[config.mk]
export PLATFORM = sky130hd
export DESIGN_NAME = smart_uart_cmd_bridge
export DESIGN_NICKNAME = d
export VERILOG_FILES = /design/src/rtl/smart_uart_cmd_bridge.sv
export SDC_FILE = /design/constraint.sdc
export NUM_CORES = 1
export LEC_CHECK = 0
export CAP_MARGIN = 20
export CORE_MARGIN = 4
export CORE_UTILIZATION = 55
export CTS_BUF_LIST = sky130_fd_sc_hd__clkbuf_8
export CTS_CLUSTER_DIAMETER = 100
export DETAILED_ROUTE_END_ITERATION = 7
export PLACE_DENSITY_LB_ADDON = 0.1
export SYNTH_ARGS = -nofsm -noshare
export SYNTH_HDL_FRONTEND = slang
export SYNTH_SLANG_ARGS = --single-unit
[constraint.sdc]
create_clock -name clk -period 12.1 [get_ports clk]
set_clock_uncertainty 0.05 [all_clocks]
set_input_delay 2.42 -clock clk [delete_from_list [all_inputs] [get_ports clk]]
set_output_delay 2.42 -clock clk [all_outputs]
set_load 0.02 [all_outputs]
[src/rtl/smart_uart_cmd_bridge.sv]
// UART command bridge: passes plain characters through, decodes read/write word
// commands into a single bus access and streams read responses back to the UART.
// Optional inter-byte command timeout is enabled with SU_CMD_TIMEOUT_EN.
module smart_uart_cmd_bridge #(
   parameter logic [7:0]  CMD_RD_WORD    = 8'hF1,
   parameter logic [7:0]  CMD_WR_WORD    = 8'hF2,
   parameter logic [7:0]  CMD_RSP        = 8'hF3,
   parameter int unsigned TIMEOUT_CYCLES = 100000
) (
   input  logic        clk,
   input  logic        rst,
   input  logic [7:0]  rx_byte,
   input  logic        rx_valid,
   output logic [7:0]  char_byte,
   output logic        char_valid,
   output logic        bus_req,
   output logic        bus_we,
   output logic [31:0] bus_addr,
   output logic [31:0] bus_wdata,
   input  logic        bus_gnt,
   input  logic        bus_rvalid,
   input  logic [31:0] bus_rdata,
   output logic [7:0]  tx_byte,
   output logic        tx_valid,
   input  logic        tx_ready,
   output logic        busy,
   output logic        ovr_err,
   output logic        tmo_err
);

   typedef enum logic [2:0] {
      S_IDLE, S_ADDR, S_DATA, S_BUS, S_RDWAIT, S_RSP
   } state_e;

   state_e      state_q, state_d;
   logic        we_q, we_d;
   logic [1:0]  cnt_q, cnt_d;
   logic [2:0]  idx_q, idx_d;
   logic [31:0] addr_q, addr_d;
   logic [31:0] wdata_q, wdata_d;
   logic [31:0] rdata_q, rdata_d;
   logic [7:0]  char_byte_q, char_byte_d;
   logic        char_valid_q, char_valid_d;
   logic        bus_req_q, bus_req_d;
   logic [7:0]  tx_byte_q, tx_byte_d;
   logic        tx_valid_q, tx_valid_d;
   logic        busy_q, busy_d;
   logic        ovr_q, ovr_d;
   logic        tmo_hit;

   function automatic logic [7:0] rsp_byte(input logic [2:0] idx, input logic [31:0] data);
      case (idx)
         3'd0:    rsp_byte = CMD_RSP;
         3'd1:    rsp_byte = data[31:24];
         3'd2:    rsp_byte = data[23:16];
         3'd3:    rsp_byte = data[15:8];
         3'd4:    rsp_byte = data[7:0];
         default: rsp_byte = 8'h00;
      endcase
   endfunction

`ifdef SU_CMD_TIMEOUT_EN
   localparam int unsigned TMO_W = $clog2(TIMEOUT_CYCLES + 1);

   logic [TMO_W-1:0] tmo_cnt_q, tmo_cnt_d;
   logic             tmo_q;
   logic             in_cmd;

   // Cycles since the last accepted command byte while collecting addr/data.
   always_comb begin
      in_cmd    = (state_q == S_ADDR) || (state_q == S_DATA);
      tmo_cnt_d = '0;
      tmo_hit   = 1'b0;
      if (in_cmd && !rx_valid) begin
         if (tmo_cnt_q == TMO_W'(TIMEOUT_CYCLES - 1)) tmo_hit = 1'b1;
         else tmo_cnt_d = tmo_cnt_q + TMO_W'(1);
      end
   end

   always_ff @(posedge clk or posedge rst) begin
      if (rst) begin
         tmo_cnt_q <= '0;
         tmo_q     <= 1'b0;
      end else begin
         tmo_cnt_q <= tmo_cnt_d;
         tmo_q     <= tmo_hit;
      end
   end

   assign tmo_err = tmo_q;
`else
   logic unused_tmo_cfg;
   assign unused_tmo_cfg = |TIMEOUT_CYCLES;
   assign tmo_hit        = 1'b0;
   assign tmo_err        = 1'b0;
`endif

   // Next-state and registered-output logic.
   always_comb begin
      state_d      = state_q;
      we_d         = we_q;
      cnt_d        = cnt_q;
      idx_d        = idx_q;
      addr_d       = addr_q;
      wdata_d      = wdata_q;
      rdata_d      = rdata_q;
      char_byte_d  = char_byte_q;
      char_valid_d = 1'b0;
      tx_byte_d    = tx_byte_q;
      tx_valid_d   = tx_valid_q;
      ovr_d        = 1'b0;

      case (state_q)
         S_IDLE: begin
            if (rx_valid) begin
               if (rx_byte == CMD_RD_WORD || rx_byte == CMD_WR_WORD) begin
                  we_d    = (rx_byte == CMD_WR_WORD);
                  cnt_d   = 2'd0;
                  state_d = S_ADDR;
               end else begin
                  char_byte_d  = rx_byte;
                  char_valid_d = 1'b1;
               end
            end
         end
         S_ADDR: begin
            if (rx_valid) begin
               addr_d = {addr_q[23:0], rx_byte};
               cnt_d  = cnt_q + 2'd1;
               if (cnt_q == 2'd3) begin
                  cnt_d   = 2'd0;
                  state_d = we_q ? S_DATA : S_BUS;
               end
            end
         end
         S_DATA: begin
            if (rx_valid) begin
               wdata_d = {wdata_q[23:0], rx_byte};
               cnt_d   = cnt_q + 2'd1;
               if (cnt_q == 2'd3) state_d = S_BUS;
            end
         end
         S_BUS: begin
            ovr_d = rx_valid;
            if (bus_gnt) state_d = we_q ? S_IDLE : S_RDWAIT;
         end
         S_RDWAIT: begin
            ovr_d = rx_valid;
            if (bus_rvalid) begin
               rdata_d    = bus_rdata;
               idx_d      = 3'd0;
               tx_byte_d  = CMD_RSP;
               tx_valid_d = 1'b1;
               state_d    = S_RSP;
            end
         end
         S_RSP: begin
            ovr_d = rx_valid;
            if (tx_valid_q && tx_ready) begin
               if (idx_q == 3'd4) begin
                  tx_valid_d = 1'b0;
                  state_d    = S_IDLE;
               end else begin
                  idx_d     = idx_q + 3'd1;
                  tx_byte_d = rsp_byte(idx_q + 3'd1, rdata_q);
               end
            end
         end
         default: state_d = S_IDLE;
      endcase

      // Abandoned partial command: drop back to idle.
      if (tmo_hit) state_d = S_IDLE;

      bus_req_d = (state_d == S_BUS);
      busy_d    = (state_d != S_IDLE);
   end

   always_ff @(posedge clk or posedge rst) begin
      if (rst) begin
         state_q      <= S_IDLE;
         we_q         <= 1'b0;
         cnt_q        <= 2'd0;
         idx_q        <= 3'd0;
         addr_q       <= '0;
         wdata_q      <= '0;
         rdata_q      <= '0;
         char_byte_q  <= '0;
         char_valid_q <= 1'b0;
         bus_req_q    <= 1'b0;
         tx_byte_q    <= '0;
         tx_valid_q   <= 1'b0;
         busy_q       <= 1'b0;
         ovr_q        <= 1'b0;
      end else begin
         state_q      <= state_d;
         we_q         <= we_d;
         cnt_q        <= cnt_d;
         idx_q        <= idx_d;
         addr_q       <= addr_d;
         wdata_q      <= wdata_d;
         rdata_q      <= rdata_d;
         char_byte_q  <= char_byte_d;
         char_valid_q <= char_valid_d;
         bus_req_q    <= bus_req_d;
         tx_byte_q    <= tx_byte_d;
         tx_valid_q   <= tx_valid_d;
         busy_q       <= busy_d;
         ovr_q        <= ovr_d;
      end
   end

   assign char_byte  = char_byte_q;
   assign char_valid = char_valid_q;
   assign bus_req    = bus_req_q;
   assign bus_we     = we_q;
   assign bus_addr   = addr_q;
   assign bus_wdata  = wdata_q;
   assign tx_byte    = tx_byte_q;
   assign tx_valid   = tx_valid_q;
   assign busy       = busy_q;
   assign ovr_err    = ovr_q;

endmodule

==> out/results.ini <==
[synthesis]
netlist.area_leader.share=0.5942
yosysUniqueCellTypes=49
synth-seq-cells=126
synth_seq_area_share=0.5942
synth_edf_count=0
synth_flop_cell=dfrtp_1
synth_top_area_cell=dfrtp_1
syn_nets=425
synthArstFlopShare=1.000
postSynthAreaPerCell_um2=14.26
synthTopCellsByArea=dfrtp_1, mux2_2, buf_4
synth_area_um2=5306
syn_inst=372
ys_warn_count=0

[final_layout]
drive_gt1_frac=0.2736
fillers=626
most-common-layout-cells=clkdlybuf4s50_1, dfrtp_1, mux2_2, clkbuf_8, o21ai_0
area.growth.synth_to_final_pct=33.15
layout_commonest_cell=clkdlybuf4s50_1
antenna_cells=0
final_nets=559

[floorplan]
die_h_um=106.2
core_um2=9328
die_area_um2=11280
die_x_um=106.2
pin_count=133
rows=35
initial_utilization=0.5689

[run_status]
status=complete, no violations

[critical_path]
r2r_slack_ns=10.16
cp-startpoint=rx_byte[3]
path_class=primary input to flop
timing.rr.start=state_q[0]$_DFF_PP0_
crit_arrival_ns=4.41
r2r_cells=4
worstPathRequired_ns=12.36
worstPathMaxFanout=9
rr_endpoint=bus_wdata[14]$_DFFE_PP0P_
endpoint_kind=flop
start_kind=primary input

[clock_network]
clock_path_buffers=2
cts_tree=built
root_buffer=clkbuf_8
cts_sinks=126
clock_latency_ns=0.43
cts_resized=0
numCtsBuffers=17
htree_num_levels=4
cts.reportedPaths.clkPinSlew_ns=0.07
cts_setup_buffers=0
ctsHoldBuffers=0

[flow_run]
maxCapViolations=0

[detailed_routing]
vias_per_cell=5.472
routed_wl_um=11890
drc=0
drtAntennaViolNets=0
firstDrtPassIters=5
vias=3546
detail_route.iter0.violations=145
wl_per_cell_um=18.34

[timing]
slew_violations=0
tns_ns=0
maxSlewHeadroom=0.3794
timing.final.crit_share=0.3431
max_freq_mhz=240.9
hold_ws_ns=0.4463
min_period_ns=4.152
setup_viol=0
worstMarginPinSlew_ns=0.9309
rsz0062_at_grt=no
finalHoldViolCount=0

[place]
io_buffers=131
gp_congestion=0.8528
dp_hpwl_um=8372

[global_routing]
grtUsageTotal=0.2212
grt_overflow_total=0
antenna_found_initial=0
grt_pass1_wl_um=19560
grt_pass1_vias=3879
grt_max_degree=78

[power_and_ir_drop]
leakagePower_uw=0.003030
power_density_nw_per_um2=268.8
ir_drop_v=0.0001760

[hold_path]
hold_end=rdata_q[26]$_DFFE_PP0P_
min_from=rdata_q[26]$_DFFE_PP0P_
holdPathStages=1
hold_class=flop to flop

cell usage after synthesis (5+ instances only):
cell,n
dfrtp_1,126
inv_1,8
ha_1,7
nand2b_1,7
clkbuf_1,5
mux2_2,97
a222oi_1,6
mux2_1,7
nor2_1,9
buf_4,12
nand2_1,9
a21oi_1,9
o21ai_0,10
worst max-delay path, stage by stage:
cell and delay [ns]:
clkdlybuf4s50_1 0.48, nand4bb_1 0.33, nor3_1 0.35, nand2b_1 0.43
mux2_2 0.39
per-stage QoR:
stage	std cells	util	setup WS (ns)	power, µW	instance area, µm²
global route	648	0.7575	7.848	2010	7066
CTS	648	0.7575	7.954	1916	7066
detailed placement	616	0.7164	7.555	1555	6683
global placement	616	0.7164	7.688	1531	6683
finish	648	0.7575	7.948	1899	7066
floorplan	372	-	6.274	1191	5306
final cells by class:
| class | count | area (µm²) | area share |
|---|---|---|---|
| flip-flops and latches | 126 | 3153 | 0.4463 |
| inverters | 8 | 32.53 | 0.004604 |
| well taps | 129 | 161.4 | 0.02284 |
| clock inverters | 15 | 148.9 | 0.02107 |
| multi-input cells | 218 | 1994 | 0.2823 |
| repair buffers | 135 | 1341 | 0.1898 |
| clock buffers | 17 | 234.0 | 0.03311 |
registers in the layout, summed over array words and instances (netlist names), 2 cells and up:
| name | cells |
|---|---|
| bus_addr | 32 |
| bus_wdata | 32 |
| char_byte | 8 |
| cnt_q | 2 |
| idx_q | 3 |
| rdata_q | 32 |
| state_q | 3 |
| tx_byte | 8 |
worst max path at each step:
stage                                          end  slack, ns  cells after the start
after detailed placement  char_byte[0]$_DFFE_PP0P_       7.56                      5
after global routing      char_byte[1]$_DFFE_PP0P_       7.85                      5
final                     char_byte[0]$_DFFE_PP0P_       7.95                      5
after floorplan            bus_addr[0]$_DFFE_PP0P_       6.27                      1
after global placement    char_byte[2]$_DFFE_PP0P_       7.69                      5
after CTS                 char_byte[0]$_DFFE_PP0P_       7.95                      5
kinds of logic after synthesis:
kind of cell | after synthesis | share of synthesized area
compound gates | 51 | 0.07192
xor+xnor | 1 | 0.001651
fa+ha+maj | 7 | 0.01650
buf+inv | 28 | 0.03136
flops | 126 | 0.5942
mux | 106 | 0.2245
other cells | 1 | 0.0007067
simple gates | 52 | 0.05918
routing by layer:
layer / vias up / routed length, µm / global-route usage
met5: - / 0 / 0
met4: 0 / 205 / 0.08048
met3: 14 / 981 / 0.08257
met2: 129 / 6105 / 0.3733
met1: 1785 / 4593 / 0.2582
li1: 1618 / - / -
power breakdown:
group	total (µW)	leakage [µW]	internal (µW)	switching [µW]
clock	353	0.000190	169	184
combinational	800	0.00130	430	370
sequential	746	0.00154	610	137
Note: power is estimated with default switching activity, not from simulation.
==> RTL change, RTL diff (same settings) <==
Add a define of `SU_CMD_TIMEOUT_EN`.
--- a/src/rtl/smart_uart_cmd_bridge.sv
+++ b/src/rtl/smart_uart_cmd_bridge.sv
@@ -3,2 +3,4 @@
 // Optional inter-byte command timeout is enabled with SU_CMD_TIMEOUT_EN.
+`define SU_CMD_TIMEOUT_EN
+
 module smart_uart_cmd_bridge #(
Behaviour: no difference found for any inputs over 10 cycles, from zero or initial values and one cycle with rst high; that may be too few to reach the edited logic, so the function may still have changed.
==> RTL change against the original RTL <==
Synthesized area grew 15%. Register-to-register slack got worse by 0.15 ns. Utilization shrank 2.1 points. Power down 1.9%. Global-route usage is 0.50 points lower. Die area up 14%. Combinational power fell by 11%. Cell area increased by 13%. Worst setup slack improved by 0.13 ns. Sequential cell count up 18. Final cell count increased by 26%. Routed wire length grew 12%. Sequential power up 2%.
==> RTL change: results (changes against the original RTL) <==
The flip-flop and latch area came out at 3600 µm² (+14%). The final worst-path setup slack is 8.07 ns (+0.126 ns). The measured slew at the worst slew-check pin came out at 0.776 ns (-0.155 ns).

Sorting the synthesized cells by how often they occur yields 144 x dfrtp_1, 108 x nand2_1, 73 x mux2_2, 33 x nor2_1, 21 x o21ai_0. The number of synthesized register bits is 144 (+14%). The source of the critical timing path is rx_valid. The startpoint of the tightest hold check path is rdata_q[4]$_DFFE_PP0P_. The clock group total power came out at 0.391 mW (+11%).

The count of plain and timing-repair buffers in the layout came out at 137 (+1.5%). The count of cell types in the netlist is 45 (-8.2%). The number of clock buffer instances in the layout is 20 (+3). The endpoint identified for the worst register-to-register timing path is char_byte[2]$_DFFE_PP0P_. The part of the total power dissipated in the clock network is 21.0% (+2.4 points). The launch point of the worst reg-to-reg path is state_q[2]$_DFF_PP0_.

The count of buffers inserted at the top-level ports is 132 (+0.76%). The flow ran to the end, and the final reports show no timing, DRC or antenna violations. The fraction of layout instances using a drive strength above 1 is 16.9% (-10 points). The number of instances in the placed design came out at 781 (+27%).

The switching part of the total power came out at 35.1% (-1.2 points). The number of non-filler instances in the completed layout is 814 (+26%). The register share of the cell area came out at 45.1% (+0.52 points). By area the synthesized netlist is led by dfrtp_1 59%, mux2_2 13%, nand2_1 6.6%.

The number of non-clock inverters came out at 12 (+4). The worst-case reg-to-reg path depth is 3 (-1). The worst setup slack before clock tree synthesis is 7.66 ns (+0.103 ns). The HPWL after detailed placement is 9270 µm (+11%). The largest vdd supply drop was 0.132 mV (-25%). The static power due to leakage is 3.54 nW (+17%). The number of nets at the end of the flow came out at 716 (+28%). The non-clock buffering overhead in the final layout came out at 17.3% (-1.7 points). The number of DRC markers after the initial detailed-route iteration was 372 (+160%).
[RTL change: cell count changes in the layout (fill, tap and decap cells not counted), moves of 6 or more]
cell	delta
a211oi_1	+6
o21ai_0	+11
mux2_2	-24
xor2_1	+7
dfrtp_1	+18
nand4_1	+12
inv_1	+6
nand2_1	+99
xnor2_1	+6
mux2_1	-7
nor2_1	+25
inv_6	-6
[RTL change: layer usage]
layer,track usage [%],wire length [µm],vias to the layer above
li1,-,-,2106
met1,29.0,5760,2212
met2,35.0,6560,116
met3,5.40,856,9
met4,6.89,128,0
met5,0,0,-
[RTL change: cells by family after synthesis]
kind of cell,after synthesis,synth area share [%]
adder cells (fa/ha/maj),9,1.85
buffers and inverters,35,2.34
XOR/XNOR,14,2.01
flip-flops,144,59.1
multiplexers,74,13.6
AO/OA/AOI/OAI,58,6.42
AND/OR/NAND/NOR,194,14.6
